[src/rtl/ctrl_pkg.sv]
// Shared definitions for the single-bus CPU control unit: step encoding,
// opcode and ALU codes, strobe bundle and opcode classification.
package ctrl_pkg;

  typedef enum logic [3:0] {T0, T1, T2, T3, T4, T5, T6, T7, HALT} step_t;

  localparam logic [4:0] OP_LD   = 5'b00000, OP_LDI  = 5'b00001, OP_ST   = 5'b00010,
                         OP_ADD  = 5'b00011, OP_SUB  = 5'b00100, OP_AND  = 5'b00101,
                         OP_OR   = 5'b00110, OP_SHR  = 5'b00111, OP_SHL  = 5'b01000,
                         OP_ROR  = 5'b01001, OP_ROL  = 5'b01010, OP_ADDI = 5'b01011,
                         OP_ANDI = 5'b01100, OP_ORI  = 5'b01101, OP_MUL  = 5'b01110,
                         OP_DIV  = 5'b01111, OP_NEG  = 5'b10000, OP_NOT  = 5'b10001,
                         OP_BR   = 5'b10010, OP_JR   = 5'b10011, OP_IN   = 5'b10101,
                         OP_OUT  = 5'b10110, OP_MFHI = 5'b10111, OP_MFLO = 5'b11000,
                         OP_NOP  = 5'b11001, OP_HALT = 5'b11010;

  localparam logic [4:0] ALU_ADD = 5'b00011, ALU_AND = 5'b00101, ALU_OR = 5'b00110;

  typedef enum logic [3:0] {
    C_ALU, C_IMM, C_LDI, C_LD, C_ST, C_MULDIV, C_UNARY, C_BR,
    C_JR, C_IN, C_OUT, C_MFHI, C_MFLO, C_HALT, C_NOP
  } op_class_t;

  typedef struct packed {
    logic pc_out, zlow_out, zhigh_out, mdr_out, hi_out, lo_out, inport_out, c_out;
    logic pc_in, ir_in, mar_in, mdr_in, y_in, z_in, hi_in, lo_in, con_in, outport_in, inc_pc;
    logic gra, grb, grc, rin, rout, ba_out;
    logic read, ram_read, ram_write;
  } strobes_t;

  // Unlisted opcodes fall into C_NOP so they retire at T2.
  function automatic op_class_t classify(input logic [4:0] op);
    case (op)
      OP_ADD, OP_SUB, OP_AND, OP_OR, OP_SHR, OP_SHL, OP_ROR, OP_ROL: return C_ALU;
      OP_ADDI, OP_ANDI, OP_ORI: return C_IMM;
      OP_LDI:                   return C_LDI;
      OP_LD:                    return C_LD;
      OP_ST:                    return C_ST;
      OP_MUL, OP_DIV:           return C_MULDIV;
      OP_NEG, OP_NOT:           return C_UNARY;
      OP_BR:                    return C_BR;
      OP_JR:                    return C_JR;
      OP_IN:                    return C_IN;
      OP_OUT:                   return C_OUT;
      OP_MFHI:                  return C_MFHI;
      OP_MFLO:                  return C_MFLO;
      OP_HALT:                  return C_HALT;
      default:                  return C_NOP;
    endcase
  endfunction

endpackage

[src/rtl/control_decode.sv]
// Combinational strobe decoder: {step, opcode, br_flag} -> strobe bundle,
// ALU opcode and a flag marking the final step of the instruction.
module control_decode
  import ctrl_pkg::*;
#(
  parameter int OPW = 5
) (
  input  step_t            step,
  input  logic [OPW-1:0]   opcode,
  input  logic             br_flag,
  output strobes_t         strb,
  output logic [OPW-1:0]   alu_op,
  output logic             last_step
);

  op_class_t cls;
  assign cls = classify(opcode);

  always_comb begin
    // NOTE: every output gets a default first so no path can infer a latch.
    strb      = '0;
    alu_op    = ALU_ADD;
    last_step = 1'b0;
    case (step)
      T0: begin strb.pc_out = 1'b1; strb.mar_in = 1'b1; strb.inc_pc = 1'b1; strb.z_in = 1'b1; end
      T1: begin
        strb.zlow_out = 1'b1; strb.pc_in = 1'b1; strb.ram_read = 1'b1;
        strb.read = 1'b1; strb.mdr_in = 1'b1;
      end
      T2: begin strb.mdr_out = 1'b1; strb.ir_in = 1'b1; last_step = (cls == C_NOP); end
      HALT: ;
      default: begin
        case (cls)
          C_ALU, C_IMM, C_LDI, C_LD, C_ST: begin
            case (step)
              T3: begin
                strb.grb = 1'b1; strb.rout = 1'b1; strb.y_in = 1'b1;
                strb.ba_out = (cls == C_LDI) || (cls == C_LD) || (cls == C_ST);
              end
              T4: begin
                strb.z_in = 1'b1;
                if (cls == C_ALU) begin
                  strb.grc = 1'b1; strb.rout = 1'b1; alu_op = opcode;
                end else begin
                  strb.c_out = 1'b1;
                  if (opcode == OP_ANDI) alu_op = ALU_AND;
                  else if (opcode == OP_ORI) alu_op = ALU_OR;
                end
              end
              T5: begin
                strb.zlow_out = 1'b1;
                if ((cls == C_LD) || (cls == C_ST)) strb.mar_in = 1'b1;
                else begin strb.gra = 1'b1; strb.rin = 1'b1; last_step = 1'b1; end
              end
              T6: begin
                strb.mdr_in = 1'b1;
                if (cls == C_LD) begin strb.ram_read = 1'b1; strb.read = 1'b1; end
                else begin strb.gra = 1'b1; strb.rout = 1'b1; end
              end
              default: begin
                last_step = 1'b1;
                if (cls == C_LD) begin strb.mdr_out = 1'b1; strb.gra = 1'b1; strb.rin = 1'b1; end
                else strb.ram_write = 1'b1;
              end
            endcase
          end
          C_MULDIV: begin
            case (step)
              T3: begin strb.gra = 1'b1; strb.rout = 1'b1; strb.y_in = 1'b1; end
              T4: begin strb.grb = 1'b1; strb.rout = 1'b1; strb.z_in = 1'b1; alu_op = opcode; end
              T5: begin strb.zlow_out = 1'b1; strb.lo_in = 1'b1; end
              default: begin strb.zhigh_out = 1'b1; strb.hi_in = 1'b1; last_step = 1'b1; end
            endcase
          end
          C_UNARY: begin
            if (step == T3) begin
              strb.grb = 1'b1; strb.rout = 1'b1; strb.z_in = 1'b1; alu_op = opcode;
            end else begin
              strb.zlow_out = 1'b1; strb.gra = 1'b1; strb.rin = 1'b1; last_step = 1'b1;
            end
          end
          C_BR: begin
            // PC already holds PC+1, so T4/T5 form PC+1+C in Z.
            case (step)
              T3: begin strb.gra = 1'b1; strb.rout = 1'b1; strb.con_in = 1'b1; end
              T4: begin strb.pc_out = 1'b1; strb.y_in = 1'b1; end
              T5: begin strb.c_out = 1'b1; strb.z_in = 1'b1; end
              default: begin
                strb.zlow_out = br_flag; strb.pc_in = br_flag; last_step = 1'b1;
              end
            endcase
          end
          C_JR:   begin strb.gra = 1'b1; strb.rout = 1'b1; strb.pc_in = 1'b1; last_step = 1'b1; end
          C_IN:   begin strb.inport_out = 1'b1; strb.gra = 1'b1; strb.rin = 1'b1; last_step = 1'b1; end
          C_OUT:  begin strb.gra = 1'b1; strb.rout = 1'b1; strb.outport_in = 1'b1; last_step = 1'b1; end
          C_MFHI: begin strb.hi_out = 1'b1; strb.gra = 1'b1; strb.rin = 1'b1; last_step = 1'b1; end
          C_MFLO: begin strb.lo_out = 1'b1; strb.gra = 1'b1; strb.rin = 1'b1; last_step = 1'b1; end
          default: last_step = 1'b1;
        endcase
      end
    endcase
  end

endmodule

[src/rtl/control_sequencer.sv]
// Hardwired Moore control unit: step register, run/halt control and
// expansion of the decoded strobe bundle onto the datapath control pins.
module control_sequencer
  import ctrl_pkg::*;
#(
  parameter int OPW = 5
) (
  input  logic           clk,
  input  logic           clr,
  input  logic [31:0]    ir,
  input  logic           br_flag,
  input  logic           stop,
  output logic           run,
  output logic           PCout, Zlowout, Zhighout, MDRout, HIout, LOout, INPORTout, Cout,
  output logic           PCin, IRin, MARin, MDRin, Yin, Zin, HIin, LOin, CONin, OUTPORTin, IncPC,
  output logic           GRA, GRB, GRC, Rin_logic, Rout_logic, BA_out,
  output logic           Read, RAM_read, RAM_write,
  output logic [OPW-1:0] alu_op
);

  step_t          step, next_step;
  strobes_t       dec_strb, strb;
  logic [OPW-1:0] opcode, dec_alu;
  logic           last_step, halt_op, unused_ir_bits;

  assign opcode         = ir[31:32-OPW];
  assign unused_ir_bits = ^ir[31-OPW:0];
  assign halt_op        = (classify(opcode) == C_HALT);

  control_decode #(.OPW(OPW)) u_decode (
    .step      (step),
    .opcode    (opcode),
    .br_flag   (br_flag),
    .strb      (dec_strb),
    .alu_op    (dec_alu),
    .last_step (last_step)
  );

  always_comb begin
    next_step = step;
    if (step != HALT) begin
      if (last_step) next_step = (stop || halt_op) ? HALT : T0;
      else           next_step = step_t'(step + 4'd1);
    end
  end

  // NOTE: sequential state uses non-blocking assignments only.
  always_ff @(posedge clk) begin
    if (clr) step <= T0;
    else     step <= next_step;
  end

  // clr silences the outputs immediately so an abandoned instruction writes nothing.
  assign strb   = (clr || step == HALT) ? '0 : dec_strb;
  assign alu_op = (clr || step == HALT) ? '0 : dec_alu;
  assign run    = (step != HALT);

  assign PCout      = strb.pc_out;
  assign Zlowout    = strb.zlow_out;
  assign Zhighout   = strb.zhigh_out;
  assign MDRout     = strb.mdr_out;
  assign HIout      = strb.hi_out;
  assign LOout      = strb.lo_out;
  assign INPORTout  = strb.inport_out;
  assign Cout       = strb.c_out;
  assign PCin       = strb.pc_in;
  assign IRin       = strb.ir_in;
  assign MARin      = strb.mar_in;
  assign MDRin      = strb.mdr_in;
  assign Yin        = strb.y_in;
  assign Zin        = strb.z_in;
  assign HIin       = strb.hi_in;
  assign LOin       = strb.lo_in;
  assign CONin      = strb.con_in;
  assign OUTPORTin  = strb.outport_in;
  assign IncPC      = strb.inc_pc;
  assign GRA        = strb.gra;
  assign GRB        = strb.grb;
  assign GRC        = strb.grc;
  assign Rin_logic  = strb.rin;
  assign Rout_logic = strb.rout;
  assign BA_out     = strb.ba_out;
  assign Read       = strb.read;
  assign RAM_read   = strb.ram_read;
  assign RAM_write  = strb.ram_write;

endmodule
[config.mk]
export PLATFORM = sky130hd
export DESIGN_NAME = control_sequencer
export DESIGN_NICKNAME = d
export VERILOG_FILES = /design/src/rtl/ctrl_pkg.sv /design/src/rtl/control_decode.sv /design/src/rtl/control_sequencer.sv
export SDC_FILE = /design/constraint.sdc
export NUM_CORES = 1
export LEC_CHECK = 0
export ABC_CLOCK_PERIOD_IN_PS = 5200
export CELL_PAD_IN_SITES_DETAIL_PLACEMENT = 0
export CELL_PAD_IN_SITES_GLOBAL_PLACEMENT = 2
export CORE_MARGIN = 2
export CORE_UTILIZATION = 20
export DETAILED_ROUTE_END_ITERATION = 16
export PLACE_DENSITY_LB_ADDON = 0.1
export SYNTH_ARGS = -nofsm -noshare
export SYNTH_HDL_FRONTEND = slang
export SYNTH_SLANG_ARGS = --single-unit
[constraint.sdc]
create_clock -name clk -period 5.2 [get_ports clk]
set_clock_uncertainty 0.2 [all_clocks]
set_input_delay 0.52 -clock clk [delete_from_list [all_inputs] [get_ports clk]]
set_output_delay 0.52 -clock clk [all_outputs]
set_load 0.005 [all_outputs]
==> reports/results.tsv <==
metric	value	unit
outcome	finished clean	
synth.distinct_cells	55	
top_register	step	
fmax	0.250	GHz
power_density	308	nW/µm²
syn_to_final_growth	41.0	%
fp.dieW	82.3	µm
path_class	primary input to primary output	
drc_errors	0	
drive_above_1_share	0.0901	
grt_max_degree	26	
finalSetupViolCount	0	
cp_max_fo	13	
detailed_place_hpwl	3.85	mm
grt_pass1_wl	7.78	mm
start_util	0.207	
wl_per_cell	16.7	µm
synth_top_area_share	0.0766	
netlist_instances	191	
avgViaCountPerCell	5.34	
pre_cts_slack	1.23	ns
finalHoldViolCount	0	
vias	1585	
power.internal	280	µW
cp.arrival	3.27	ns
antenna_found_initial	0	
critPathLaunchType	primary input	
finalCritPeriodShare	0.768	
yosys_warnings	0	
worst_pin_slew	0.659	ns
end_kind	primary output	
rows	28	
die_height	82.3	µm
finalNetCount	264	
tns	0	ns
n_antenna_cell	0	
power.leakage	0.000553	µW
clock-sinks	4	
ys.flop_type	dfxtp_1	
hold_ws	0.369	ns
ir_worst_vdd	0.208	mV
ys_top_cells_by_count	nor2_1, a21oi_1, nor3_1	
period_needed	3.99	ns
cts_buffers	3	
grt_pass1_vias	1515	
cts_hold_buf	0	
globalplace.congestion	0.789	
cts_tree	done	
p_seq_frac	0.128	
clk_pin_slew	0.03	ns
p_sw	251	µW
post-cts-setup-buffers	0	
dp_cells	294	
drt_wl_total	4.96	mm
final_cells	297	
timing.reg2reg.setup_slack	2.57	ns
grt_usage	0.147	
clk_latency	0.21	ns
async_flop_share	0	
synth_area	1220	µm²
postRouteAntennaNets	0	
power_frac_comb	0.752	
synth.most_common_cell	nor2_1	
cp.required	4.48	ns
h-tree-depth	1	
clockPowerShare	0.121	
synth_edf_count	0	
cts_root_buf	clkbuf_8	
layout_setup_ws	1.21	ns
p_sw_frac	0.472	
drt_iter0_drc	114	
dr.pass1.iters	4	
grt_overflow	0	
top_regs	step (4)	
maxCapViolCount	0	
yosys.area.top_type	nor2_1	
largest_register_ffs	4	
rsz0062_at_grt	false	
ys_ff_latch	4	
ios	70	
core	5920	µm²
slew_viol_final	0	
numPortBuffers	42	
cts.path.max_buffers	2	
ys_top_cells_by_area	nor2_1, a21oi_1, dfxtp_1, nor3_1, ha_1	
syn-num-nets	231	
ys_seq_area_frac	0.0654	
slew_headroom	0.560	
cts_resized	0	
dieArea	6770	µm²
hp-class	register to register	
syn_avg_cell_area	6.41	µm²
## cells in the final DEF, fill, tap and decap left out, drive strengths merged, types with 3 or more instances in the layout
| cell type | n |
|---|---|
| nand2 | 10 |
| ha | 4 |
| nand3b | 4 |
| o21ai | 11 |
| nand3 | 8 |
| clkdlybuf4s50 | 42 |
| nor3b | 5 |
| buf | 4 |
| nand2b | 5 |
| xnor2 | 5 |
| nor4 | 3 |
| clkbuf | 3 |
| dfxtp | 4 |
| a211oi | 3 |
| nor3 | 12 |
| nor2 | 25 |
| inv | 8 |
| nor2b | 3 |
| a31oi | 7 |
| a21oi | 17 |
## power groups by stage
stage               combinational, µW  clock [µW]  sequential, µW
detailed placement                400           0            67.0
CTS                               401        67.0            66.5
global route                      437        68.5            69.8
global placement                  401           0            67.0
finish                            399        64.2            67.8
floorplan                         250           0            52.0
## through the flow
step	total power [µW]	area, µm²	util
6_report	531	1730	0.292
3_3_place_gp	468	1690	0.285
2_1_floorplan	302	1220	-
5_1_grt	575	1730	0.292
4_1_cts	535	1730	0.292
3_5_place_dp	467	1690	0.285
## logic make-up (layout without fill, tap and decap cells)
family,after synthesis,after routing,synth area share
xor gates and xnor gates,5,5,0.0357
muxes,2,2,0.0204
and+or+nand+nor,89,89,0.396
buffers and inverters,26,57,0.0930
adders and majority gates,4,4,0.0409
DFF,4,4,0.0654
AOI/OAI and AO/OA,61,61,0.348
## routing by layer
layer | vias to the layer above | wire length, µm | global-route usage | part of all wire
li1 | 773 | - | - | -
met1 | 768 | 2360 | 0.209 | 0.48
met2 | 44 | 2380 | 0.249 | 0.48
met3 | 0 | 220 | 0.0174 | 0.044
met4 | 0 | 0 | 0.00833 | 0
met5 | - | 0 | 0 | 0
## worst max-delay path: stages
cell and delay [ns]:
clkdlybuf4s50_1 0.67, buf_4 0.31, nor3b_1 0.47, nand2_1 0.23
or2_2 0.35, a31oi_1 0.19, clkdlybuf4s50_1 0.53
## final timing paths
kind | from | to | depth (start not counted)
max | ir[29] | Zin | 7
min | step[1] | step[1] | 2
max reg2reg | step[0] | step[3] | 7
min reg2reg | step[1] | step[1] | 2
## final cells by class
cell class              instances  area, µm²
clock buffers                   3       41.3
fillers                       665       4190
inverters                       8       30.0
multi-input cells             161       1030
flip-flops and latches          4       80.1
well taps                      75       93.8
repair buffers                 46        450
Note: power is estimated with default switching activity, not from simulation.
